**config.mk**
```make
export PLATFORM = sky130hd
export DESIGN_NAME = imm_ext_stage_flat
export DESIGN_NICKNAME = d
export VERILOG_FILES = /design/src/rtl/imm_ext_pkg.sv /design/src/rtl/imm_ext_stage_if.sv /design/src/rtl/pipe_skid_buf.sv /design/src/rtl/imm_ext_stage.sv /design/src/flat_wrapper.sv
export SDC_FILE = /design/constraint.sdc
export NUM_CORES = 1
export LEC_CHECK = 0
export BUFFER_PORTS_ARGS = -buffer_cell sky130_fd_sc_hd__buf_2
export CAP_MARGIN = 20
export CORE_ASPECT_RATIO = 0.6
export CORE_MARGIN = 5
export CORE_UTILIZATION = 39
export CTS_CLUSTER_SIZE = 30
export DETAILED_ROUTE_END_ITERATION = 7
export SYNTH_ARGS = -nofsm -noshare
export SYNTH_HDL_FRONTEND = slang
export SYNTH_HIERARCHICAL = 1
export SYNTH_SLANG_ARGS = --single-unit
```
**constraint.sdc**
```tcl
create_clock -name cpu_clk -period 1.75 [get_ports cpu_clk]
set_clock_uncertainty 0.05 [all_clocks]
set_input_delay 0.0875 -clock cpu_clk [delete_from_list [all_inputs] [get_ports cpu_clk]]
set_output_delay 0.0875 -clock cpu_clk [all_outputs]
set_load 0.05 [all_outputs]
```
**src/rtl/imm_ext_pkg.sv**
```systemverilog
// -----------------------------------------------------------------------------
// imm_ext_pkg
// Shared definitions for the miniLA immediate-extension stage.
//   imm_op_t     : 3-bit extension-op encoding carried on in_op
//   IMM_OP_*     : the eight extension formats understood by imm_ext_stage
// -----------------------------------------------------------------------------
package imm_ext_pkg;

    typedef logic [2:0] imm_op_t;

    localparam imm_op_t IMM_OP_NONE   = 3'd0;  // constant zero
    localparam imm_op_t IMM_OP_SI12   = 3'd1;  // sext inst[21:10]
    localparam imm_op_t IMM_OP_UI12   = 3'd2;  // zext inst[21:10]
    localparam imm_op_t IMM_OP_SI16S2 = 3'd3;  // sext {inst[25:10],2'b0}
    localparam imm_op_t IMM_OP_SI26S2 = 3'd4;  // sext {inst[9:0],inst[25:10],2'b0}
    localparam imm_op_t IMM_OP_SI20U  = 3'd5;  // sext {inst[24:5],12'b0}
    localparam imm_op_t IMM_OP_UISH   = 3'd6;  // zext shift amount
    localparam imm_op_t IMM_OP_SI14S2 = 3'd7;  // sext {inst[23:10],2'b0}

endpackage

```
**src/rtl/imm_ext_stage_if.sv**
```systemverilog
// -----------------------------------------------------------------------------
// imm_ext_stage_if
// Handshake bundle for the immediate-extension stage.
//   in_valid/in_ready/in_op/in_inst/in_tag : upstream (IF/ID side) transfer
//   out_valid/out_ready/out_imm/out_tag    : downstream (ID/EX side) transfer
//   out_target                             : PC-relative target, only when
//                                            IMM_EXT_PCREL_EN is defined
// Modports: master = the side driving instructions in and consuming results,
//           slave  = the stage itself.
// -----------------------------------------------------------------------------
interface imm_ext_stage_if #(
    parameter int DATA_W = 32,
    parameter int TAG_W  = 32
);
    import imm_ext_pkg::*;

    logic              in_valid;
    logic              in_ready;
    imm_op_t           in_op;
    logic [31:0]       in_inst;
    logic [TAG_W-1:0]  in_tag;
    logic              out_valid;
    logic              out_ready;
    logic [DATA_W-1:0] out_imm;
    logic [TAG_W-1:0]  out_tag;
`ifdef IMM_EXT_PCREL_EN
    logic [DATA_W-1:0] out_target;

    modport master (
        output in_valid, in_op, in_inst, in_tag, out_ready,
        input  in_ready, out_valid, out_imm, out_tag, out_target
    );
    modport slave (
        input  in_valid, in_op, in_inst, in_tag, out_ready,
        output in_ready, out_valid, out_imm, out_tag, out_target
    );
`else
    modport master (
        output in_valid, in_op, in_inst, in_tag, out_ready,
        input  in_ready, out_valid, out_imm, out_tag
    );
    modport slave (
        input  in_valid, in_op, in_inst, in_tag, out_ready,
        output in_ready, out_valid, out_imm, out_tag
    );
`endif

endinterface

```
**src/rtl/pipe_skid_buf.sv**
```systemverilog
// -----------------------------------------------------------------------------
// pipe_skid_buf
// Generic two-entry valid/ready skid buffer with synchronous flush.
//   clk       : clock, rising edge
//   rst_n     : asynchronous active-low reset
//   flush     : drop every held entry at the next edge
//   in_valid  / in_ready  / in_data  : upstream transfer
//   out_valid / out_ready / out_data : downstream transfer (main entry)
// The main entry drives the outputs; the skid entry catches the one word that
// arrives while main is stalled. in_ready depends only on registered state so
// there is no combinational path from out_ready back to in_ready.
// -----------------------------------------------------------------------------
module pipe_skid_buf #(
    parameter int W = 32
) (
    input  logic         clk,
    input  logic         rst_n,
    input  logic         flush,
    input  logic         in_valid,
    output logic         in_ready,
    input  logic [W-1:0] in_data,
    output logic         out_valid,
    input  logic         out_ready,
    output logic [W-1:0] out_data
);

    // Occupancy: EMPTY (no entry), ONE (main only), TWO (main + skid).
    localparam logic [1:0] ST_EMPTY = 2'd0;
    localparam logic [1:0] ST_ONE   = 2'd1;
    localparam logic [1:0] ST_TWO   = 2'd2;

    logic [1:0]   state_reg, state_next;
    logic [W-1:0] main_reg,  main_next;
    logic [W-1:0] skid_reg,  skid_next;
    logic         accept;
    logic         drain;

    assign in_ready  = (state_reg != ST_TWO);
    assign out_valid = (state_reg != ST_EMPTY);
    assign out_data  = main_reg;

    assign accept = in_valid & in_ready;
    assign drain  = out_valid & out_ready;

    always_comb begin
        state_next = state_reg;
        main_next  = main_reg;
        skid_next  = skid_reg;
        case (state_reg)
            ST_EMPTY: begin
                if (accept) begin
                    main_next  = in_data;
                    state_next = ST_ONE;
                end
            end
            ST_ONE: begin
                if (accept && drain) begin
                    // Streaming: new word replaces the one leaving.
                    main_next = in_data;
                end else if (accept) begin
                    // Main is stalled; park the newcomer behind it.
                    skid_next  = in_data;
                    state_next = ST_TWO;
                end else if (drain) begin
                    state_next = ST_EMPTY;
                end
            end
            ST_TWO: begin
                // in_ready is low here, so only a drain can happen.
                if (drain) begin
                    main_next  = skid_reg;
                    state_next = ST_ONE;
                end
            end
            default: begin
                state_next = ST_EMPTY;
            end
        endcase
        // Flush overrides any simultaneous accept or drain.
        if (flush) begin
            state_next = ST_EMPTY;
        end
    end

    always_ff @(posedge clk or negedge rst_n) begin
        if (!rst_n) begin
            state_reg <= ST_EMPTY;
            main_reg  <= '0;
            skid_reg  <= '0;
        end else begin
            state_reg <= state_next;
            main_reg  <= main_next;
            skid_reg  <= skid_next;
        end
    end

endmodule

```
**src/rtl/imm_ext_stage.sv**
```systemverilog
// -----------------------------------------------------------------------------
// imm_ext_stage
// Registered immediate-extension stage of the miniLA decode path. Decodes the
// extension op against the raw instruction word, and registers the DATA_W-bit
// immediate together with its tag in a two-entry skid buffer.
//   cpu_clk   : clock, rising edge
//   cpu_rst_n : asynchronous active-low reset
//   flush     : synchronous flush, drops all held entries
//   bus       : imm_ext_stage_if.slave (in_* upstream, out_* downstream)
// Parameters: DATA_W (32 or 64 only), TAG_W (sideband/PC width).
// Optional feature: define IMM_EXT_PCREL_EN to add out_target = tag + imm for
// the PC-relative ops (SI16S2, SI26S2, SI20U); it is computed before the
// register and stored with each entry.
// -----------------------------------------------------------------------------
module imm_ext_stage
    import imm_ext_pkg::*;
#(
    parameter int DATA_W = 32,
    parameter int TAG_W  = 32
) (
    input  logic           cpu_clk,
    input  logic           cpu_rst_n,
    input  logic           flush,
    imm_ext_stage_if.slave bus
);

    generate
        if (DATA_W != 32 && DATA_W != 64) begin : g_bad_data_w
            $error("imm_ext_stage: DATA_W must be 32 or 64");
        end
    endgenerate

    // ---------------------------------------------------------------------
    // Combinational extender. Everything is built at 64 bits and then
    // truncated; truncating a 64-bit sign extension gives the 32-bit one.
    // ---------------------------------------------------------------------
    logic [31:0]       inst;
    logic [5:0]        shamt;
    logic [63:0]       imm_wide;
    logic [DATA_W-1:0] imm_ext;

    assign inst = bus.in_inst;

    // Shift amount field is one bit wider on the 64-bit datapath.
    assign shamt = (DATA_W == 64) ? inst[15:10] : {1'b0, inst[14:10]};

    always_comb begin
        imm_wide = '0;
        case (bus.in_op)
            IMM_OP_SI12:   imm_wide = {{52{inst[21]}}, inst[21:10]};
            IMM_OP_UI12:   imm_wide = {52'd0, inst[21:10]};
            IMM_OP_SI16S2: imm_wide = {{46{inst[25]}}, inst[25:10], 2'b00};
            IMM_OP_SI26S2: imm_wide = {{36{inst[9]}}, inst[9:0], inst[25:10], 2'b00};
            IMM_OP_SI20U:  imm_wide = {{32{inst[24]}}, inst[24:5], 12'd0};
            IMM_OP_UISH:   imm_wide = {58'd0, shamt};
            IMM_OP_SI14S2: imm_wide = {{48{inst[23]}}, inst[23:10], 2'b00};
            default:       imm_wide = '0;
        endcase
    end

    assign imm_ext = imm_wide[DATA_W-1:0];

    // Opcode bits and (for 32-bit builds) the upper extension bits are
    // intentionally not consumed.
    logic unused_bits;
    assign unused_bits = ^{imm_wide, inst[31:26]};

`ifdef IMM_EXT_PCREL_EN
    // ---------------------------------------------------------------------
    // PC-relative target, wrapping modulo 2^DATA_W.
    // ---------------------------------------------------------------------
    logic [DATA_W-1:0] tag_zext;
    logic [DATA_W-1:0] target;
    logic              is_pcrel;

    generate
        if (TAG_W >= DATA_W) begin : g_tag_trunc
            assign tag_zext = bus.in_tag[DATA_W-1:0];
        end else begin : g_tag_pad
            assign tag_zext = {{(DATA_W-TAG_W){1'b0}}, bus.in_tag};
        end
    endgenerate

    assign is_pcrel = (bus.in_op == IMM_OP_SI16S2) ||
                      (bus.in_op == IMM_OP_SI26S2) ||
                      (bus.in_op == IMM_OP_SI20U);
    assign target   = is_pcrel ? (tag_zext + imm_ext) : '0;

    localparam int W = DATA_W + TAG_W + DATA_W;
    logic [W-1:0] in_data;
    logic [W-1:0] out_data;

    assign in_data        = {target, bus.in_tag, imm_ext};
    assign bus.out_imm    = out_data[DATA_W-1:0];
    assign bus.out_tag    = out_data[DATA_W +: TAG_W];
    assign bus.out_target = out_data[DATA_W+TAG_W +: DATA_W];
`else
    localparam int W = DATA_W + TAG_W;
    logic [W-1:0] in_data;
    logic [W-1:0] out_data;

    assign in_data     = {bus.in_tag, imm_ext};
    assign bus.out_imm = out_data[DATA_W-1:0];
    assign bus.out_tag = out_data[DATA_W +: TAG_W];
`endif

    // ---------------------------------------------------------------------
    // Storage: main + skid entries with flush.
    // ---------------------------------------------------------------------
    pipe_skid_buf #(
        .W (W)
    ) u_skid (
        .clk       (cpu_clk),
        .rst_n     (cpu_rst_n),
        .flush     (flush),
        .in_valid  (bus.in_valid),
        .in_ready  (bus.in_ready),
        .in_data   (in_data),
        .out_valid (bus.out_valid),
        .out_ready (bus.out_ready),
        .out_data  (out_data)
    );

endmodule

```
**src/flat_wrapper.sv**
```systemverilog
// flat-port wrapper written by rule: the top's interface ports become plain ports
module imm_ext_stage_flat import imm_ext_pkg::*;
#(
    parameter int DATA_W = 32,
    parameter int TAG_W  = 32
)
  (cpu_clk, cpu_rst_n, flush, bus_in_valid, bus_in_op, bus_in_inst, bus_in_tag, bus_out_ready, bus_in_ready, bus_out_valid, bus_out_imm, bus_out_tag);
  imm_ext_stage_if #(.DATA_W(DATA_W), .TAG_W(TAG_W)) bus_i ();
  input  logic cpu_clk;
  input  logic cpu_rst_n;
  input  logic flush;
  input wire logic [$bits(bus_i.in_valid)-1:0] bus_in_valid;
  input wire logic [$bits(bus_i.in_op)-1:0] bus_in_op;
  input wire logic [$bits(bus_i.in_inst)-1:0] bus_in_inst;
  input wire logic [$bits(bus_i.in_tag)-1:0] bus_in_tag;
  input wire logic [$bits(bus_i.out_ready)-1:0] bus_out_ready;
  output wire logic [$bits(bus_i.in_ready)-1:0] bus_in_ready;
  output wire logic [$bits(bus_i.out_valid)-1:0] bus_out_valid;
  output wire logic [$bits(bus_i.out_imm)-1:0] bus_out_imm;
  output wire logic [$bits(bus_i.out_tag)-1:0] bus_out_tag;
  assign bus_i.in_valid = bus_in_valid;
  assign bus_i.in_op = bus_in_op;
  assign bus_i.in_inst = bus_in_inst;
  assign bus_i.in_tag = bus_in_tag;
  assign bus_i.out_ready = bus_out_ready;
  assign bus_in_ready = bus_i.in_ready;
  assign bus_out_valid = bus_i.out_valid;
  assign bus_out_imm = bus_i.out_imm;
  assign bus_out_tag = bus_i.out_tag;
  imm_ext_stage #(.DATA_W(DATA_W), .TAG_W(TAG_W)) u_core (.cpu_clk(cpu_clk), .cpu_rst_n(cpu_rst_n), .flush(flush), .bus(bus_i));
endmodule
```
# == After elaboration in Yosys (flattened, before gate mapping) ==
# Cells that the tools add are included.
# word_totals
regBits,130
wordCells,42
# op_classes
n_eq_ne,17
muxes,12
n_bitwise,3
reduce_logical,7
# op_table
cell,count
case mux 32 bit (7 select lines),1
two-way mux 64 bit,3
case mux 64 bit (3 select lines),1
equality test 3 bit (second input constant),4
two-way mux 2 bit,6
inequality test 3 bit (second input constant),3
inequality test 2 bit (second input constant),4
AND reduction 4 bit,2
equality test 3 x 2 -> 1 bit (second input constant),2
case mux 2 bit (3 select lines),1
inequality test 4 bit (second input constant),1
equality test 3 x 1 -> 1 bit (second input constant),1
AND reduction 3 bit,1
nonzero test 3 bit,1
AND 1 bit,2
equality test 2 x 1 -> 1 bit (second input constant),1
equality test 2 bit (second input constant),1
logical NOT 2 bit,1
nonzero test 2 bit,1
logical AND 1 bit,1
NOT 1 bit,1

# == Logic depth before layout (Yosys ltp) ==
# Gate-level depths: netlist (run 1).
# depth
word_depth,7
depth_mapped,7

# == Cells and area by module ==
# Netlist (run 1), hierarchy kept.
# by_module_without_submodules
mod,n_inst,cells_per_inst,area_per_inst_um2
pipe_skid_buf,1,356,5657.9
imm_ext_stage,1,95,730.7

# == Worst setup path after synthesis (run 1) ==
# No wires, ideal clock.
# synth_path
path_type,register to register
from,register u_core.u_skid.state_reg[0]
to,"register u_core.u_skid.main_reg[0], in the netlist u_core/u_skid/out_data[0]"
setup_time_ps,125
arrival_ps,1454
t_required_ps,1575
path_slack_ps,121
path_stages_with_launch,6
synth_period_minus_slack_ps,1629
cell_sequence,dfrtp_1 > nor2b_1 > buf_6 > buf_4 > mux2_1 > mux2_2
# synth_between
elab_chain_len,5
elab_cells_between_ends,14
cone_classes,eq/ne (6); mux (1); bitwise (2); reduce/logical (5)
# synth_lines
element,line,rtl
start: declaration,pipe_skid_buf.sv:32,"logic [1:0] state_reg, state_next;"
start signal: assignment,pipe_skid_buf.sv:91,state_reg <= state_next;
inequality test 2 bit or nonzero test 2 bit (tied branches),"pipe_skid_buf.sv:38, pipe_skid_buf.sv:39",
"AND 1 bit, on equally long branches","pipe_skid_buf.sv:42, pipe_skid_buf.sv:43",
logical AND 1 bit,pipe_skid_buf.sv:57,if (accept && drain) begin
inequality test 2 bit (no source line),n/a,
AND reduction 4 bit (no source line),n/a,
end signal: assignment,pipe_skid_buf.sv:92,main_reg <= main_next;
end: declaration,pipe_skid_buf.sv:33,"logic [W-1:0] main_reg, main_next;"
# Parallel ways exist; a longest one is shown, timed or not.
# A chain may end at the register's enable or synchronous reset.

# == Worst setup path after layout (run 1) ==
# layout_path
from,register u_core.u_skid.state_reg[0]
to,"register u_core.u_skid.main_reg[50], in the netlist u_core/u_skid/out_data[50]"
# The elaborated chain is that of the path after synthesis.

==> impl_metrics.yaml, run 1 <==
outcome:
  outcome: "complete, no violations"
synthesis:
  synthDistinctLibCells: 36
  yosys.area.top_type_share_pct: 50.9
  ys_seq_area_share_pct: 50.9
  ys_ff_latch: 130
  synth_edf_count: 0
  synth_area_per_cell_sq_um: 14.2
  syn-instance-count: 451
  yosys.area.top_type: "dfrtp_1"
  ys.flop_type: "dfrtp_1"
  synth_area_leaders: "dfrtp_1 (51%), mux2_2 (24%), mux2_1 (11%)"
  netlist_area_sq_um: 6390
  synth-async-reset-ratio_pct: 100
  syn_nets: 523
  yosysWarnings: 6
timing:
  setup_tns_ps: 0
  setup_viol_count_final: 0
  post-route-period-util_pct: 97.9
  hold_violations: 0
  fin_ws_ps: 35.9
  slew_viol_final: 0
  slew_headroom_pct: 66.1
  max_slew.worst_pin.slew_ps: 508
  rsz0062_at_grt: "yes"
  layout_min_cycle_time_ps: 1710
  fmax_ghz: 0.583
global_route:
  grt_max_degree: 53
  grt-ovfl-total: 0
  grt_pass1_wl_um: 24800
  grt_pass1_vias: 4646
  antenna_found_initial: 0
  grt_use_total_pct: 16.7
clock_tree:
  clkLatencyLatePin_ps: 410
  cts_buffers: 17
  cts_sinks: 130
  cts.clk_slew.worst_paths_ps: 60
  cts-htree-levels: 4
  cts_root_buf: "clkbuf_16"
  cts.path.max_buffers: 2
  cts_tree: "done"
setup_path:
  crit_required_ps: 1990
  crit_path_start_kind: "register"
  timing_worst_setup_path_type: "register to register"
  end_kind: "register"
  worstPathMaxFanout: 14
  cp.arrival_ps: 1960
final_layout:
  area_growth_pct: 32.8
  fin_area_sq_um: 8480
  finish.net_count: 715
  num-fill-cells: 1398
  drive_above_1_share_pct: 52.9
  diodes: 0
  layout.cells.non_filler: 865
pwr:
  switchingPower_mw: 3.24
  leakage_nw: 3.95
  powerDensity_nw_per_um2: 1180
  power_frac_comb_pct: 25.2
  finalPower_mw: 9.97
  vdd_drop_max_mv: 0.510
  switching_share_pct: 32.4
  pwr-share-seq_pct: 39.4
  p_clk_share_pct: 35.4
  intPower_mw: 6.74
routing:
  ant_nets: 0
  wl_um: 15900
  drc: 0
  vias: 4314
  firstDrtPassIters: 4
  drtIter0Drc: 168
  viasPerCell: 4.99
  wl_per_cell_um: 18.3
floorplanning:
  core_sq_um: 16200
  pin_count: 138
  row_count: 36
  die_y_um: 109
  initial_core_util_pct: 39.5
  die_area_sq_um: 19100
  die_w_um: 175
placed_design:
  pre_cts_slack_ps: -90.7
  dpl_cell_area_sq_um: 7450
  hpwl_um: 10800
  portBuffers: 131
  placedCellCount: 793
  gp_congestion: 0.845
hold_path:
  hold_class: "input port to register"
flow_run:
  drv_cap: 0
## worst paths after layout
path | start | end | slack (ps) | cells after the start
setup reg to reg | u_core/u_skid/state_reg[0]$_DFFE_PN0P_ | u_core/u_skid/out_data[50]$_DFFE_PN0P_ | 40 | 5
setup / recovery | u_core/u_skid/state_reg[0]$_DFFE_PN0P_ | u_core/u_skid/out_data[50]$_DFFE_PN0P_ | 40 | 5
max in group asynchronous | cpu_rst_n | u_core/u_skid/out_data[5]$_DFFE_PN0P_ | 830 | 3
hold reg to reg | u_core/u_skid/out_data[42]$_DFFE_PN0P_ | u_core/u_skid/out_data[42]$_DFFE_PN0P_ | 430 | 1
hold / removal | bus_in_inst[16] | u_core/u_skid/skid_reg[6]$_DFFE_PN0P_ | 40 | 3
min in group asynchronous | cpu_rst_n | u_core/u_skid/skid_reg[22]$_DFFE_PN0P_ | 120 | 2
## cell usage in the layout, fill, tap and decap left out, types with 2 or more instances in the layout
master,count
and2_1,2
buf_6,2
and3b_1,3
nor2b_1,2
inv_1,2
a21boi_0,3
a22oi_1,3
mux2_4,3
a22o_1,9
a211oi_1,2
inv_6,5
mux2_1,58
mux2i_1,17
nand2b_1,2
buf_2,129
clkinvlp_4,5
clkbuf_16,19
bufinv_16,2
a21oi_1,5
buf_4,25
nor2b_4,2
nand2_1,9
dlygate4sd3_1,36
dfrtp_1,129
o21ai_0,16
mux2_2,137
buf_12,10
## metrics by stage
step	hold slack (ps)	util, %
after floorplan	-258	-
after global placement	21.2	46.0
after detailed placement	29.5	46.0
after CTS	28.2	51.9
after global routing	61.0	52.5
final	36.9	52.5
## power by group through the flow
stage / logic [mW] / clock network [mW] / registers [mW]
floorplan: 0.931 / 0 / 4.75
CTS: 2.52 / 3.62 / 3.93
global placement: 2.39 / 0 / 3.93
finish: 2.51 / 3.53 / 3.93
global route: 2.68 / 3.76 / 4.01
detailed placement: 2.45 / 0 / 3.98
## cell usage after synthesis, drive strengths merged (2+ instances only)
cell    instances
and3b           3
clkbuf          2
buf            29
dfrtp         130
o21ai          17
nand2           9
a21boi          3
a22oi           3
mux2i          17
a22o            9
mux2          198
a21oi           5
inv             2
and2            2
nor2            2
a211oi          2
nor2b           4
nand2b          2
## cells by family after synthesis
group                  Yosys count  synth area share [%]
AO/OA/AOI/OAI                   44                  4.86
XOR/XNOR                         1                 0.137
buffers and inverters           33                  4.00
flip-flops                     130                  50.9
multiplexers                   215                  37.6
AND/OR/NAND/NOR                 28                  2.47
## critical path: stages (launching register included)
cell and delay [ps]:
dfrtp_2 450, nor2b_4 140, buf_12 150, clkbuf_16 190, mux2_2 330, mux2_1 290
## cell type report
cell class / instances / area (sq um) / area share, %
sequential: 130 / 3250 / 38.4
timing repair buffer: 204 / 1470 / 17.3
clock buffer: 18 / 429 / 5.06
tap: 209 / 262 / 3.08
clock inverter: 14 / 155 / 1.83
multi-input combinational: 288 / 2910 / 34.3
inverter: 2 / 7.51 / 0.0885
## per-layer routing
| layer | part of all wire (%) | up-vias | routed length [um] | track usage, % |
|---|---|---|---|---|
| met5 | 0 | - | 0 | 0 |
| met4 | 1.5 | 0 | 240 | 5.04 |
| met3 | 5.6 | 19 | 887 | 5.65 |
| met2 | 45 | 98 | 7070 | 25.1 |
| met1 | 48 | 2155 | 7660 | 23.0 |
| li1 | - | 2042 | - | - |
## repair_timing
action / in CTS / in global routing
hold endpoints to repair: 179 / 0
endpoints found under the setup margin: 0 / 72
gates resized for setup: 0 / 6
hold buffers: 36 / 0
setup buffers: 0 / 2
Note: power is estimated with default switching activity, not from simulation.
==> run 2: changes to the inputs <==
- PLACE_DENSITY_LB_ADDON: not set -> 0.25
==> run 2 against run 1 <==
Net effect:
- the run now ends with setup timing left
- clock power down 5%
- combinational power barely moved
- clock-buffer cell count rose by 1
- die area is the same
- largest cell class unchanged
- register-to-register slack lost 60 ps
- total power fell by 2.1%
- final cell count is 0.92% lower
- critical path depth is 1 lower
- hold slack improved by 21 ps
==> impl_metrics.yaml, run 2 (same netlist as run 1, synthesis figures left out) <==
outcome:
  outcome: "complete, but fails checks"
  violations: "setup timing"
placed_design:
  hpwl_um: 10700
  placedCellCount: 788
  portBuffers: 131
  dpl_cell_area_sq_um: 7430
  pre_cts_slack_ps: -50.6
  gp_congestion: 0.834
timing:
  fin_hold_ws_ps: 58.3
  slew_viol_final: 0
  fin_ws_ps: -25.1
  rsz0062_at_grt: "yes"
  max_slew.worst_pin.slew_ps: 561
  slew_headroom_pct: 62.2
  fmax_ghz: 0.563
  setup_viol_count_final: 2
  post-route-period-util_pct: 101
  setup_tns_ps: -32.2
  layout_min_cycle_time_ps: 1780
  hold_violations: 0
floorplanning:
  die_area_sq_um: 19100
  pin_count: 138
  core_sq_um: 16200
  row_count: 36
  die_y_um: 109
  initial_core_util_pct: 39.5
  die_w_um: 175
final_layout:
  fin_area_sq_um: 8400
  final_cell_mix: "mux2_2 (137), buf_2 (130), dfrtp_1 (129)"
  fin_util_pct: 51.9
  area_growth_pct: 31.5
  finish.net_count: 709
  layout.cells.non_filler: 857
  drive_above_1_share_pct: 51.9
  final_common_cell: "mux2_2"
  num-fill-cells: 1392
  diodes: 0
setup_path:
  end_kind: "register"
  crit_family: "multiplexers"
  timing_worst_setup_path_type: "register to register"
  crit_required_ps: 1980
  worstPathMaxFanout: 35
  critical_path.slowest_cell: "dfrtp_2"
  path_cells: "nor2b_4 -> buf_12 -> mux2_2 -> mux2_1"
  cp.arrival_ps: 2000
  crit_path_start_kind: "register"
  cpPeakStageDelay_ps: 440
  critPathBufInv: 1
pwr:
  vdd_drop_max_mv: 0.475
  intPower_mw: 6.72
  switching_share_pct: 31.2
  finalPower_mw: 9.77
  leakage_nw: 3.92
  switchingPower_mw: 3.05
  pwr-share-seq_pct: 40.2
  power_frac_comb_pct: 25.5
  powerDensity_nw_per_um2: 1160
  p_clk_share_pct: 34.3
routing:
  viasPerCell: 4.98
  wl_um: 14900
  wl_per_cell_um: 17.4
  firstDrtPassIters: 4
  ant_nets: 0
  drtIter0Drc: 193
  drc: 0
  vias: 4266
clock_tree:
  cts_buffers: 17
  cts.path.max_buffers: 2
  cts-htree-levels: 4
  cts_root_buf: "clkbuf_16"
  clkLatencyLatePin_ps: 400
  cts_sinks: 130
  cts_tree: "done"
  cts.clk_slew.worst_paths_ps: 50
hold_path:
  hold_class: "input port to register"
flow_run:
  drv_cap: 0
global_route:
  grt_pass1_wl_um: 24000
  grt_max_degree: 51
  antenna_found_initial: 0
  grt_pass1_vias: 4544
  grt_use_total_pct: 16.2
  grt-ovfl-total: 0
-- run 2: cell count changes in the layout (fill, tap and decap cells not counted), moves of 2 or more --
cell / change
mux2_1: +2
buf_4: -7
mux2_4: -2
inv_6: -5
clkinv_2: +4
-- run 2: layer usage --
| layer | vias to the layer above | track usage [%] | wire [um] |
|---|---|---|---|
| met3 | 9 | 5.06 | 840 |
| met1 | 2147 | 23.2 | 7530 |
| li1 | 2024 | - | - |
| met2 | 86 | 23.4 | 6370 |
| met4 | 0 | 4.82 | 133 |
| met5 | - | 0 | 0 |
-- run 2: layout make-up --
class | count | area, sq um | share of cell area (%)
multi-input combinational | 288 | 2900 | 34.6
clock buffer | 19 | 443 | 5.27
clock inverter | 11 | 115 | 1.37
timing repair buffer | 198 | 1420 | 16.9
sequential | 130 | 3250 | 38.8
inverter | 2 | 7.51 | 0.0894
tap | 209 | 262 | 3.11
-- run 2: power by group through the flow --
stage / registers, mW / clock network [mW] / logic (mW)
3_5_place_dp: 3.98 / 0 / 2.45
4_1_cts: 3.93 / 3.47 / 2.52
2_1_floorplan: 4.75 / 0 / 0.931
5_1_grt: 4.01 / 3.63 / 2.66
6_report: 3.93 / 3.35 / 2.49
3_3_place_gp: 3.94 / 0 / 2.39
-- run 2: path summary, 6_finish.rpt --
kind	from	to	slack (ps)	cells past startpoint
worst min-delay path	bus_in_inst[16]	u_core/u_skid/skid_reg[6]$_DFFE_PN0P_	60	3
worst min register to register	u_core/u_skid/out_data[44]$_DFFE_PN0P_	u_core/u_skid/out_data[44]$_DFFE_PN0P_	430	1
max in group asynchronous	cpu_rst_n	u_core/u_skid/skid_reg[49]$_DFFE_PN0P_	920	3
worst max-delay path	u_core/u_skid/state_reg[0]$_DFFE_PN0P_	u_core/u_skid/out_data[54]$_DFFE_PN0P_	-30	4
min in group asynchronous	cpu_rst_n	u_core/u_skid/out_data[25]$_DFFE_PN0P_	120	2
worst max register to register	u_core/u_skid/state_reg[0]$_DFFE_PN0P_	u_core/u_skid/out_data[54]$_DFFE_PN0P_	-30	4
-- run 2: tightest hold or removal path, delay by kind of cell --
| family | cells | cell delay [ps] |
|---|---|---|
| AO/OA/AOI/OAI | 1 | 140 |
| buffers and inverters | 1 | 100 |
| multiplexers | 1 | 140 |
-- run 2: repair_timing --
| action | 4_1_cts | 5_1_grt |
|---|---|---|
| setup endpoints to repair | 0 | 71 |
| endpoints found under the hold margin | 190 | 0 |
| hold buffers | 37 | 0 |
| setup buffers | 0 | 1 |
| gates resized for setup | 0 | 2 |
==> run 3: changes to the inputs <==
--- a/config.mk
+++ b/config.mk
@@ -14,2 +14,3 @@
 export DETAILED_ROUTE_END_ITERATION = 7
+export MAX_ROUTING_LAYER = met4
 export PLACE_DENSITY_LB_ADDON = 0.25
==> constraint.sdc (replaced) <==
create_clock -name cpu_clk -period 1.75 [get_ports cpu_clk]
set_clock_uncertainty 0.05 [all_clocks]
set_input_delay 0.2625 -clock cpu_clk [delete_from_list [all_inputs] [get_ports cpu_clk]]
set_output_delay 0.2625 -clock cpu_clk [all_outputs]
set_load 0.05 [all_outputs]
==> run 3 against run 2 <==
Net effect:
- the flow still finishes with violations (setup timing)
- sequential power about the same
- register-to-register slack better by 60 ps
- total power down 0.96%
- combinational power about the same
- final area down 2.3%
- core utilization down 1.2 points
- die area unchanged
- clock-buffer cell count up 1
- hold slack worse by 18 ps
- fmax up 1.3%
==> impl_metrics.yaml, run 3 (same netlist as run 1, synthesis figures left out) <==
outcome:
  outcome: "complete, but fails checks"
  violations: "setup timing"
placed_design:
  portBuffers: 131
  gp_congestion: 0.909
  hpwl_um: 10800
  placedCellCount: 793
flow_run:
  drv_cap: 0
timing:
  max_slew.worst_pin.slew_ps: 427
  hold_violations: 0
  fin_hold_ws_ps: 40.4
  setup_viol_count_final: 1
  post-route-period-util_pct: 100
  slew_headroom_pct: 71.3
  slew_viol_final: 0
  layout_min_cycle_time_ps: 1750
  fin_ws_ps: -2.21
  rsz0062_at_grt: "yes"
  fmax_ghz: 0.571
final_layout:
  fin_util_pct: 50.7
  drive_above_1_share_pct: 57.0
  finish.net_count: 686
  final_common_cell: "mux2_2"
  multiInputGateArea_sq_um: 2940
  num-fill-cells: 1387
  ff_latch_area_sq_um: 3250
  area_growth_pct: 28.4
  diodes: 0
  layout.cells.non_filler: 834
  final_cell_mix: "mux2_2 (135), dfrtp_1 (129), buf_2 (128)"
global_route:
  grt_use_total_pct: 17.1
  grt-ovfl-total: 0
  grt_pass1_vias: 4616
  grt_pass1_wl_um: 24600
  antenna_found_initial: 0
  grt_max_degree: 68
setup_path:
  timing_worst_setup_path_type: "register to output port"
  worstPathMaxFanout: 3
  reg2reg_setup_slack_ps: 30
  crit_family: "flip-flops"
  critPathBufInv: 2
  end_kind: "output port"
  r2r_start: "u_core/u_skid/state_reg[0]$_DFFE_PN0P_"
  rr_worst_depth: 5
  cpPeakStageDelay_ps: 410
  critical_path.slowest_cell: "dfrtp_1"
  path_cells: "buf_4 -> or2_2 -> buf_6"
  cp.arrival_ps: 1440
  r2r-end: "u_core/u_skid/out_data[22]$_DFFE_PN0P_"
  crit_path_start_kind: "register"
  crit_required_ps: 1440
  crit_start: "u_core/u_skid/state_reg[1]$_DFFE_PN0P_"
routing:
  drtIter0Drc: 145
  ant_nets: 0
  firstDrtPassIters: 5
  viasPerCell: 5.05
  wl_per_cell_um: 18.7
  vias: 4208
  drc: 0
  wl_um: 15600
pwr:
  leakage_nw: 3.85
  powerDensity_nw_per_um2: 1180
  vdd_drop_max_mv: 0.521
clock_tree:
  cts.clk_slew.worst_paths_ps: 60
  clkLatencyLatePin_ps: 420
  cts_tree: "done"
  cts-htree-levels: 4
  cts_root_buf: "clkbuf_16"
  cts.path.max_buffers: 2
  cts_sinks: 130
  cts_buffers: 17
hold_path:
  hold_class: "input port to register"
  min_to: "u_core/u_skid/skid_reg[41]$_DFFE_PN0P_"
  hold_depth: 2
  min_from: "bus_in_tag[9]"
floorplanning:
  initial_core_util_pct: 39.5
  pin_count: 138
  core_sq_um: 16200
  row_count: 36
  die_y_um: 109
  die_w_um: 175
  die_area_sq_um: 19100
-- run 3: cell types whose count changed in the layout (fill, tap and decap cells not counted), moves of 4 or more --
cell | before | now
buf_4 | 18 | 26
mux2_4 | 1 | 10
mux2_1 | 60 | 53
dlygate4sd3_1 | 36 | 3
buf_8 | 0 | 4
-- run 3: layer usage --
layer	up-vias	GRT usage, %	part of all wire (%)
li1	1972	-	-
met2	104	23.2	41
met5	-	-	0
met1	2119	24.5	52
met3	13	5.37	5.4
met4	0	4.99	1.1
-- run 3: worst max path at each step --
stage | slack, ps | cells past startpoint | to
finish | -2 | 3 | bus_out_valid
global route | -30 | 3 | bus_out_valid
CTS | -40 | 4 | u_core/u_skid/out_data[40]$_DFFE_PN0P_
detailed placement | -300 | 7 | u_core/u_skid/out_data[25]$_DFFE_PN0P_
global placement | -280 | 7 | u_core/u_skid/out_data[25]$_DFFE_PN0P_
floorplan | 9 | 7 | u_core/u_skid/out_data[17]$_DFFE_PN0P_
-- run 3: timing repair --
action	4_1_cts	5_1_grt
setup endpoints to repair	42	65
gates cloned	1	2
gates resized for setup	9	14
setup buffers	3	3
hold endpoints to repair	132	0
hold buffers	3	0
-- run 3: final cells by class --
class | count | area share [%]
clock inverter | 10 | 1.07
multi-input combinational | 288 | 35.8
sequential | 130 | 39.7
clock buffer | 20 | 5.57
tap | 209 | 3.19
timing repair buffer | 175 | 14.6
inverter | 2 | 0.0915
-- run 3: power breakdown --
group | switching [mW] | internal (mW)
clock | 1.27 | 1.99
combinational | 1.51 | 0.969
sequential | 0.300 | 3.63
total | 3.08 | 6.60
-- run 3: stage by stage --
stage / worst slack, ps / instance area (sq um) / total power [mW] / TNS [ps]
after floorplan: 9.08 / 6390 / 5.68 / 0
after global placement: -281 / 7460 / 6.33 / -4270
after detailed placement: -301 / 7460 / 6.43 / -4980
after CTS: -38.0 / 8120 / 9.78 / -415
after global routing: -32.8 / 8200 / 10.1 / -731
final: -2.21 / 8200 / 9.67 / -2.21
